## src/rtl/game_pkg.sv

```systemverilog
// Shared definitions for the shooter game-flow controller: state encoding
// and default timing/lives constants.
package game_pkg;

  localparam int unsigned STATE_W = 2;

  typedef enum logic [STATE_W-1:0] {
    ST_TITLE      = 2'd0,
    ST_PLAY       = 2'd1,
    ST_WAVE_CLEAR = 2'd2,
    ST_GAME_OVER  = 2'd3
  } game_state_t;

  localparam int unsigned LIVES_INIT_DEF   = 3;
  localparam int unsigned CLEAR_FRAMES_DEF = 60;
  localparam int unsigned OVER_FRAMES_DEF  = 120;

endpackage

```

## src/rtl/frame_delay_counter.sv

```systemverilog
// Counts frame_tick strobes while not cleared; done pulses on the tick that
// brings the count to terminal+1, then the count restarts from zero.
module frame_delay_counter #(
  parameter int unsigned CNT_W = 7
) (
  input  logic             clk25,
  input  logic             reset,
  input  logic             clear,
  input  logic             frame_tick,
  input  logic [CNT_W-1:0] terminal,
  output logic             done
);

  logic [CNT_W-1:0] count;

  assign done = frame_tick & ~clear & (count == terminal);

  always_ff @(posedge clk25) begin
    if (reset || clear || done) begin
      count <= '0;
    end else if (frame_tick) begin
      count <= count + CNT_W'(1);
    end
  end

endmodule

```

## src/rtl/game_sequencer.sv

```systemverilog
// Game-flow controller: title -> play -> wave-clear -> game-over, with
// respawn pulses and wave/lives/score bookkeeping. All outputs registered.
module game_sequencer
  import game_pkg::*;
#(
  parameter int unsigned ENEMY_COUNT  = 4,
  parameter int unsigned LIVES_INIT   = LIVES_INIT_DEF,
  parameter int unsigned LIVES_W      = 2,
  parameter int unsigned SCORE_W      = 16,
  parameter int unsigned WAVE_W       = 4,
  parameter int unsigned CLEAR_FRAMES = CLEAR_FRAMES_DEF,
  parameter int unsigned OVER_FRAMES  = OVER_FRAMES_DEF
) (
  input  logic                   clk25,
  input  logic                   reset,
  input  logic                   frame_tick,
  input  logic                   btn_fire,
  input  logic [ENEMY_COUNT-1:0] enemy_alive,
  input  logic [ENEMY_COUNT-1:0] enemy_kill,
  input  logic                   player_hit,
  input  logic                   enemy_breach,
  output logic [STATE_W-1:0]     state,
  output logic                   play_en,
  output logic                   enemy_respawn,
  output logic [WAVE_W-1:0]      wave,
  output logic [LIVES_W-1:0]     lives,
  output logic [SCORE_W-1:0]     score
);

  localparam int unsigned MAX_FRAMES = (CLEAR_FRAMES > OVER_FRAMES) ? CLEAR_FRAMES : OVER_FRAMES;
  localparam int unsigned CNT_W      = $clog2(MAX_FRAMES + 1);
  localparam int unsigned PC_W       = $clog2(ENEMY_COUNT + 1);
  localparam int unsigned SUM_W      = SCORE_W + PC_W;
  localparam logic [CNT_W-1:0] CLEAR_LAST = CNT_W'(CLEAR_FRAMES - 1);
  localparam logic [CNT_W-1:0] OVER_LAST  = CNT_W'(OVER_FRAMES - 1);

  function automatic logic [PC_W-1:0] popcount(input logic [ENEMY_COUNT-1:0] v);
    logic [PC_W-1:0] n;
    n = '0;
    for (int unsigned i = 0; i < ENEMY_COUNT; i++) begin
      n = n + PC_W'(v[i]);
    end
    return n;
  endfunction

  game_state_t        state_q, state_d;
  logic [WAVE_W-1:0]  wave_d;
  logic [LIVES_W-1:0] lives_d;
  logic [SCORE_W-1:0] score_d, score_sat;
  logic [SUM_W-1:0]   score_sum;
  logic               armed_q, armed_d;
  logic               respawn_d;
  logic               btn_fire_q;
  logic               fire_rise;
  logic               delay_clear;
  logic               delay_done;
  logic [CNT_W-1:0]   delay_last;

  assign state     = state_q;
  assign fire_rise = btn_fire & ~btn_fire_q;

  // Held at zero outside the timed states so each timeout starts from a fresh count.
  assign delay_clear = (state_q == ST_TITLE) || (state_q == ST_PLAY);
  assign delay_last  = (state_q == ST_GAME_OVER) ? OVER_LAST : CLEAR_LAST;

  frame_delay_counter #(
    .CNT_W (CNT_W)
  ) u_delay (
    .clk25      (clk25),
    .reset      (reset),
    .clear      (delay_clear),
    .frame_tick (frame_tick),
    .terminal   (delay_last),
    .done       (delay_done)
  );

  assign score_sum = SUM_W'(score) + SUM_W'(popcount(enemy_kill));
  assign score_sat = (score_sum[SUM_W-1:SCORE_W] != '0) ? '1 : score_sum[SCORE_W-1:0];

  always_comb begin
    state_d   = state_q;
    wave_d    = wave;
    lives_d   = lives;
    score_d   = score;
    armed_d   = armed_q;
    respawn_d = 1'b0;
    unique case (state_q)
      ST_TITLE: begin
        if (fire_rise) begin
          state_d   = ST_PLAY;
          respawn_d = 1'b1;
          wave_d    = WAVE_W'(1);
          lives_d   = LIVES_W'(LIVES_INIT);
          score_d   = '0;
          armed_d   = 1'b0;
        end
      end
      ST_PLAY: begin
        score_d = score_sat;
        // Arming waits for a non-empty alive vector so the stale all-dead
        // snapshot right after a respawn does not look like a cleared wave.
        if (enemy_alive != '0) armed_d = 1'b1;
        if (enemy_breach) begin
          lives_d = '0;
          state_d = ST_GAME_OVER;
        end else if (player_hit) begin
          if (lives == LIVES_W'(1)) begin
            lives_d = '0;
            state_d = ST_GAME_OVER;
          end else begin
            lives_d = lives - LIVES_W'(1);
          end
        end else if (armed_q && (enemy_alive == '0)) begin
          state_d = ST_WAVE_CLEAR;
        end
      end
      ST_WAVE_CLEAR: begin
        if (delay_done) begin
          state_d   = ST_PLAY;
          respawn_d = 1'b1;
          armed_d   = 1'b0;
          if (wave != '1) wave_d = wave + WAVE_W'(1);
        end
      end
      ST_GAME_OVER: begin
        if (delay_done) state_d = ST_TITLE;
      end
      default: ;
    endcase
  end

  always_ff @(posedge clk25) begin
    if (reset) begin
      state_q       <= ST_TITLE;
      play_en       <= 1'b0;
      enemy_respawn <= 1'b0;
      wave          <= '0;
      lives         <= LIVES_W'(LIVES_INIT);
      score         <= '0;
      armed_q       <= 1'b0;
      btn_fire_q    <= 1'b1;
    end else begin
      state_q       <= state_d;
      play_en       <= (state_d == ST_PLAY);
      enemy_respawn <= respawn_d;
      wave          <= wave_d;
      lives         <= lives_d;
      score         <= score_d;
      armed_q       <= armed_d;
      btn_fire_q    <= btn_fire;
    end
  end

endmodule

```

## config.mk

```make
export PLATFORM = sky130hd
export DESIGN_NAME = game_sequencer
export DESIGN_NICKNAME = d
export VERILOG_FILES = /design/src/rtl/game_pkg.sv /design/src/rtl/frame_delay_counter.sv /design/src/rtl/game_sequencer.sv
export SDC_FILE = /design/constraint.sdc
export NUM_CORES = 1
export LEC_CHECK = 0
export ABC_AREA = 1
export CAP_MARGIN = 0
export CORE_MARGIN = 2
export CORE_UTILIZATION = 25
export DETAILED_ROUTE_END_ITERATION = 8
export PLACE_DENSITY = 0.52
export SYNTH_ARGS = -nofsm -noshare
export SYNTH_HDL_FRONTEND = slang
export SYNTH_SLANG_ARGS = --single-unit
```

## constraint.sdc

```tcl
create_clock -name clk25 -period 3.5 [get_ports clk25]
set_clock_uncertainty 0.1 [all_clocks]
set_input_delay 0.7 -clock clk25 [delete_from_list [all_inputs] [get_ports clk25]]
set_output_delay 0.7 -clock clk25 [all_outputs]
set_load 0.05 [all_outputs]
```

## After elaboration in Yosys (flattened, before gate mapping)

Cells that the tools add are included.

| cells by class | value |
|---|---|
| mux-type cells | 28 |
| bitwise operators | 5 |
| reduce and logical (&&, ||, !) cells | 15 |
| $add $sub $neg | 7 |
| equality and inequality tests | 12 |

Operators by type and width:

| cell | number |
|---|---|
| $mux 16 | 2 |
| $pmux 16 s2 | 1 |
| $mux 2 | 11 |
| $add 16x3->17 | 1 |
| $mux 4 | 3 |
| $pmux 2 s4 | 1 |
| $pmux 4 s2 | 1 |
| $reduce_and 4->1 | 2 |
| $add 7x1->7 const B | 1 |
| $eq 7x7->1 | 1 |
| $mux 7 | 1 |
| $eq 2x1->1 const B | 3 |
| $reduce_bool 3->1 | 2 |
| $mux 1 | 5 |
| $add 4x1->4 const B | 1 |
| $eq 2x2->1 const B | 2 |
| $logic_not 4->1 | 1 |
| $ne 2x1->1 const B | 2 |
| $ne 2x2->1 const B | 2 |
| $ne 4x4->1 const B | 1 |
| $pmux 2 s2 | 1 |
| $reduce_bool 2->1 | 2 |
| $reduce_bool 4->1 | 1 |
| $add 2x1->3 | 1 |
| other kinds (13) | 18 |

| word-level totals | value |
|---|---|
| bits in registers | 35 |
| output and inout bits | 26 |
| logic and storage cells | 76 |

## Longest topological paths before layout

| logic depth | value |
|---|---|
| depth after elaboration | 8 |
| mapped depth | 13 |

## Cells and area by module

Synthesis repeated with hierarchy kept, for this count alone.

| second synthesis, totals | value |
|---|---|
| cell total of the unflattened synthesis | 338 |
| area total of the unflattened synthesis | 2224.6 um^2 |

By module, submodules not included:

| module | area each (um^2) | instances | cells each |
|---|---|---|---|
| game_sequencer | 1745.4 | 1 | 258 |
| frame_delay_counter | 479.2 | 1 | 80 |

## Least setup slack after synthesis

No wires, ideal clock.

| timing | value |
|---|---|
| kind | input port to flip-flop |
| start | input port enemy_kill[0] |
| end | register score[10] |
| stages | 12 |
| slack | 0.684 ns |
| required time | 3.268 ns |
| arrival time | 2.583 ns |
| path buffers | 0 |
| cells stage by stage | fa_1 > inv_1 > fa_1 > inv_1 > fa_1 > nand2_1 > nor2_8 > nand3_1 > nand2_1 > nand2_1 > nand2_1 > a21oi_1 |

| on the way | value |
|---|---|
| cells in the longest elaborated chain, start to end | 7 |

Ends and longest elaborated chain:

| element | line | RTL |
|---|---|---|
| from (decl) | game_sequencer.sv:19 | `input logic [ENEMY_COUNT-1:0] enemy_kill,` |
| $add 1x1->2 (*) | game_sequencer.sv:41 | `n = n + PC_W'(v[i]);` |
| $add 2x1->3 (*) | game_sequencer.sv:41 |  |
| $add 3x1->3 (*) | game_sequencer.sv:41 |  |
| $add 16x3->17 (*) | game_sequencer.sv:77 | `assign score_sum = SUM_W'(score) + SUM_W'(popcount(enemy_kill));` |
| $reduce_bool 3->1 | game_sequencer.sv:78 | `assign score_sat = (score_sum[SUM_W-1:SCORE_W] != '0) ? '1 : score_sum[SCORE_W-1:0];` |
| $mux 16 (*) | game_sequencer.sv:78 |  |
| $pmux 16 s2 (*) | game_sequencer.sv:87 | `unique case (state_q)` |
| to (signal assigned) | game_sequencer.sv:148 | `score <= score_d;` |
| to (decl) | game_sequencer.sv:27 | `output logic [SCORE_W-1:0] score` |

Mark *: on every way between the ends. The rest lies on a longest branch, timed or not.
A chain may end at the register's enable or synchronous reset.

## Worst setup path in the final report

| timing | value |
|---|---|
| start | input port enemy_kill[0] |
| end | register score[7] |

Same word-level chain as after synthesis.

==> results.cfg <==
[timing]
worst_slew_pin_slew_ns = 0.624
fin_crit_ns = 3.12
slew_violations = 0
tns_ns = 0
finalHoldViolCount = 0
setup_viol_count_final = 0
max_slew_margin_pct = 58.3
period_share_pct = 89.0
maxClockFrequency_mhz = 321
rsz0062_at_grt = false

[clocking]
clkTransAtPathRegs_ns = 0.08
cts_tree = done
cts_root_buffer = clkbuf_8
clockBufferDepth = 2
cts_buffers = 5
cts.sinks = 35
htreeDepth = 2
clkLatencyLatePin_ns = 0.30
hold_buffers = 0
cts_resized = 0
post_cts_buffers = 0

[critical_path]
crit_top_cell = fa_1
required_ns = 3.63
worst_setup_path_end_kind = flip-flop
cp_max_fo = 9
worstPathCellList = clkdlybuf4s50_1 -> fa_1 -> inv_1 -> fa_1 -> inv_1 -> fa_1 -> nand2_1 -> nor2_8 -> nand4_2 -> o21ai_1 -> nand2_1 -> a21oi_1
cp-start-kind = input port
arrival_ns = 3.25
crit_path_top_delay_cell = fa_1
crit_type = input port to flip-flop
max_stage_delay_ns = 0.54

[placement]
portBuffers = 39
placed_area_mm2 = 0.00258
gp_congestion = 0.818
hpwl_mm = 3.82

[detailed_routing]
post_drt_wl_per_cell_um = 11.3
final_antenna_net_count = 0
routed_via_density = 4.46
initialDrtViolationCount = 64
m1WireLength_mm = 2.56
wirelength_mm = 5.15
route.detailed.drc = 0
routed.top_layer = met4
drtPass1Iterations = 4
vias = 2023
met2RoutedLength_mm = 2.31
met3_length_um = 193

[power]
clkPwrFrac_pct = 34.6
power_density_mw_per_mm2 = 338
finalPower_mw = 0.905
power.leakage_nw = 1.04
combPwrFrac_pct = 18.5
internal_power_mw = 0.613
power_frac_seq_pct = 46.9
vdd_drop_max_uv = 180
p_sw_mw = 0.291
switching_share_pct = 32.2

[yosys]
synth-seq-area-share_pct = 33.8
ys_types = 29
synthCells = 306
ys.flop_type = dfxtp_1
syn_area_mm2 = 0.00207
syn_nets = 327
synth-seq-cells = 35
avgSynthCellArea_um2 = 6.78
async_flop_share_pct = 0
yosysWarnings = 0
synth_edf_count = 0

[global_route]
grtUsageTotal_pct = 12.2
grt_overflow = 0
antenna_found_initial = 0
grt_pass1_vias = 1855
grt_max_degree = 22
grt_pass1_wl_mm = 8.54

[run]
cap_violations = 0

[die]
initial_core_util_pct = 25.5
ioPinCount = 40
die_h_um = 95.1
die-area_mm2 = 0.00904
die_x_um = 95.1
rows = 33
core_area_mm2 = 0.00813

[final_layout]
final_core_util_pct = 32.9
fillers = 880
antennaDiodeCount = 0
final_nets = 369
final_cell_area_mm2 = 0.00267
syn2layout_area_growth_pct = 28.9
drive_gt1_share_pct = 9.46

[worst_hold_path]
hp-class = flip-flop to flip-flop

[outcome]
outcome = completed
[cells by family after synthesis]
| logic type | after synthesis | synth area share [%] |
|---|---|---|
| AND/OR/NAND/NOR | 166 | 36.9 |
| AO/OA/AOI/OAI | 47 | 11.6 |
| multiplexers | 1 | 0.483 |
| adder cells (fa/ha/maj) | 7 | 5.31 |
| buffers and inverters | 40 | 7.72 |
| flip-flops | 35 | 33.8 |
| XOR/XNOR | 10 | 4.22 |
[cells in the mapped netlist (all sizes together), types with 2 or more instances]
cell type,count,area (um2)
nand2,93,369
nor2,36,184
dfxtp,35,701
inv,34,130
a21oi,28,140
nand3,25,125
o21ai,17,85.1
nand4,7,56.3
xor2,7,61.3
buf,4,22.5
ha,4,50.1
fa,3,60.1
or2,3,18.8
xnor2,3,26.3
clkbuf,2,7.51
[sequential cells by signal (all words and copies together), names as in the netlist]
register / count
btn_fire_q: 1
u_delay.count: 7
state: 2
armed_q: 1
play_en: 1
enemy_respawn: 1
score: 16
wave: 4
lives: 2
[placed cells by master (no fill, tap or decap), types with 2 or more instances in the layout]
master           instances
nand4_2                  2
nand3_1                 25
o21ai_0                  9
ha_1                     4
clkinvlp_4               2
xor2_1                   7
xnor2_1                  3
buf_4                    2
inv_2                    3
or2_2                    3
clkbuf_8                 5
nor2_1                  30
fa_1                     3
a21oi_1                 28
inv_1                   30
nor2_4                   4
clkdlybuf4s50_1         39
dfxtp_1                 35
nand2_1                 85
nand2_2                  8
o21ai_1                  8
nand4_1                  5
[final timing paths]
kind / from / end / slack (ns) / depth (start not counted)
worst min register to register: armed_q$_SDFFE_PP0P_ / armed_q$_SDFFE_PP0P_ / 0.35 / 2
worst max-delay path: enemy_kill[0] / score[7]$_SDFFE_PP0P_ / 0.38 / 12
worst max register to register: score[0]$_SDFFE_PP0P_ / score[7]$_SDFFE_PP0P_ / 1.34 / 10
worst min-delay path: armed_q$_SDFFE_PP0P_ / armed_q$_SDFFE_PP0P_ / 0.35 / 2
[routing by layer]
metal	up-vias	track usage [%]
met5	-	0
met3	7	3.08
met4	0	4.95
li1	1067	-
met1	917	15.3
met2	32	19.8
[critical path, delay by kind of cell]
| kind | cells | cell delay (ns) |
|---|---|---|
| compound gates | 2 | 0.23 |
| buf+inv | 3 | 0.57 |
| simple gates | 4 | 0.61 |
| fa+ha+maj | 3 | 1.14 |
[power by group through the flow]
| stage | clock [mW] | sequential [mW] | combinational [mW] |
|---|---|---|---|
| after global routing | 0.340 | 0.426 | 0.184 |
| after CTS | 0.328 | 0.424 | 0.169 |
| after global placement | 0 | 0.433 | 0.167 |
| after detailed placement | 0 | 0.433 | 0.168 |
| after floorplan | 0 | 0.465 | 0.0773 |
| final | 0.313 | 0.424 | 0.168 |
[per-stage QoR]
stage / instances / setup WS, ns / hold WS, ns
after global routing: 454 / 0.206 / 0.391
after detailed placement: 446 / 0.0734 / 0.351
final: 454 / 0.384 / 0.354
after CTS: 454 / 0.401 / 0.364
after floorplan: 306 / 0.684 / 0.328
after global placement: 446 / 0.145 / 0.346
[final cells by class]
| type | count | area (um2) | share of cell area, % |
|---|---|---|---|
| multi-input cells | 231 | 1210 | 45.4 |
| flip-flops and latches | 35 | 701 | 26.2 |
| repair buffers | 41 | 405 | 15.2 |
| well taps | 105 | 131 | 4.91 |
| inverters | 34 | 130 | 4.87 |
| clock buffers | 5 | 68.8 | 2.57 |
| clock inverters | 3 | 23.8 | 0.889 |
(Power assumes the default switching activity.)
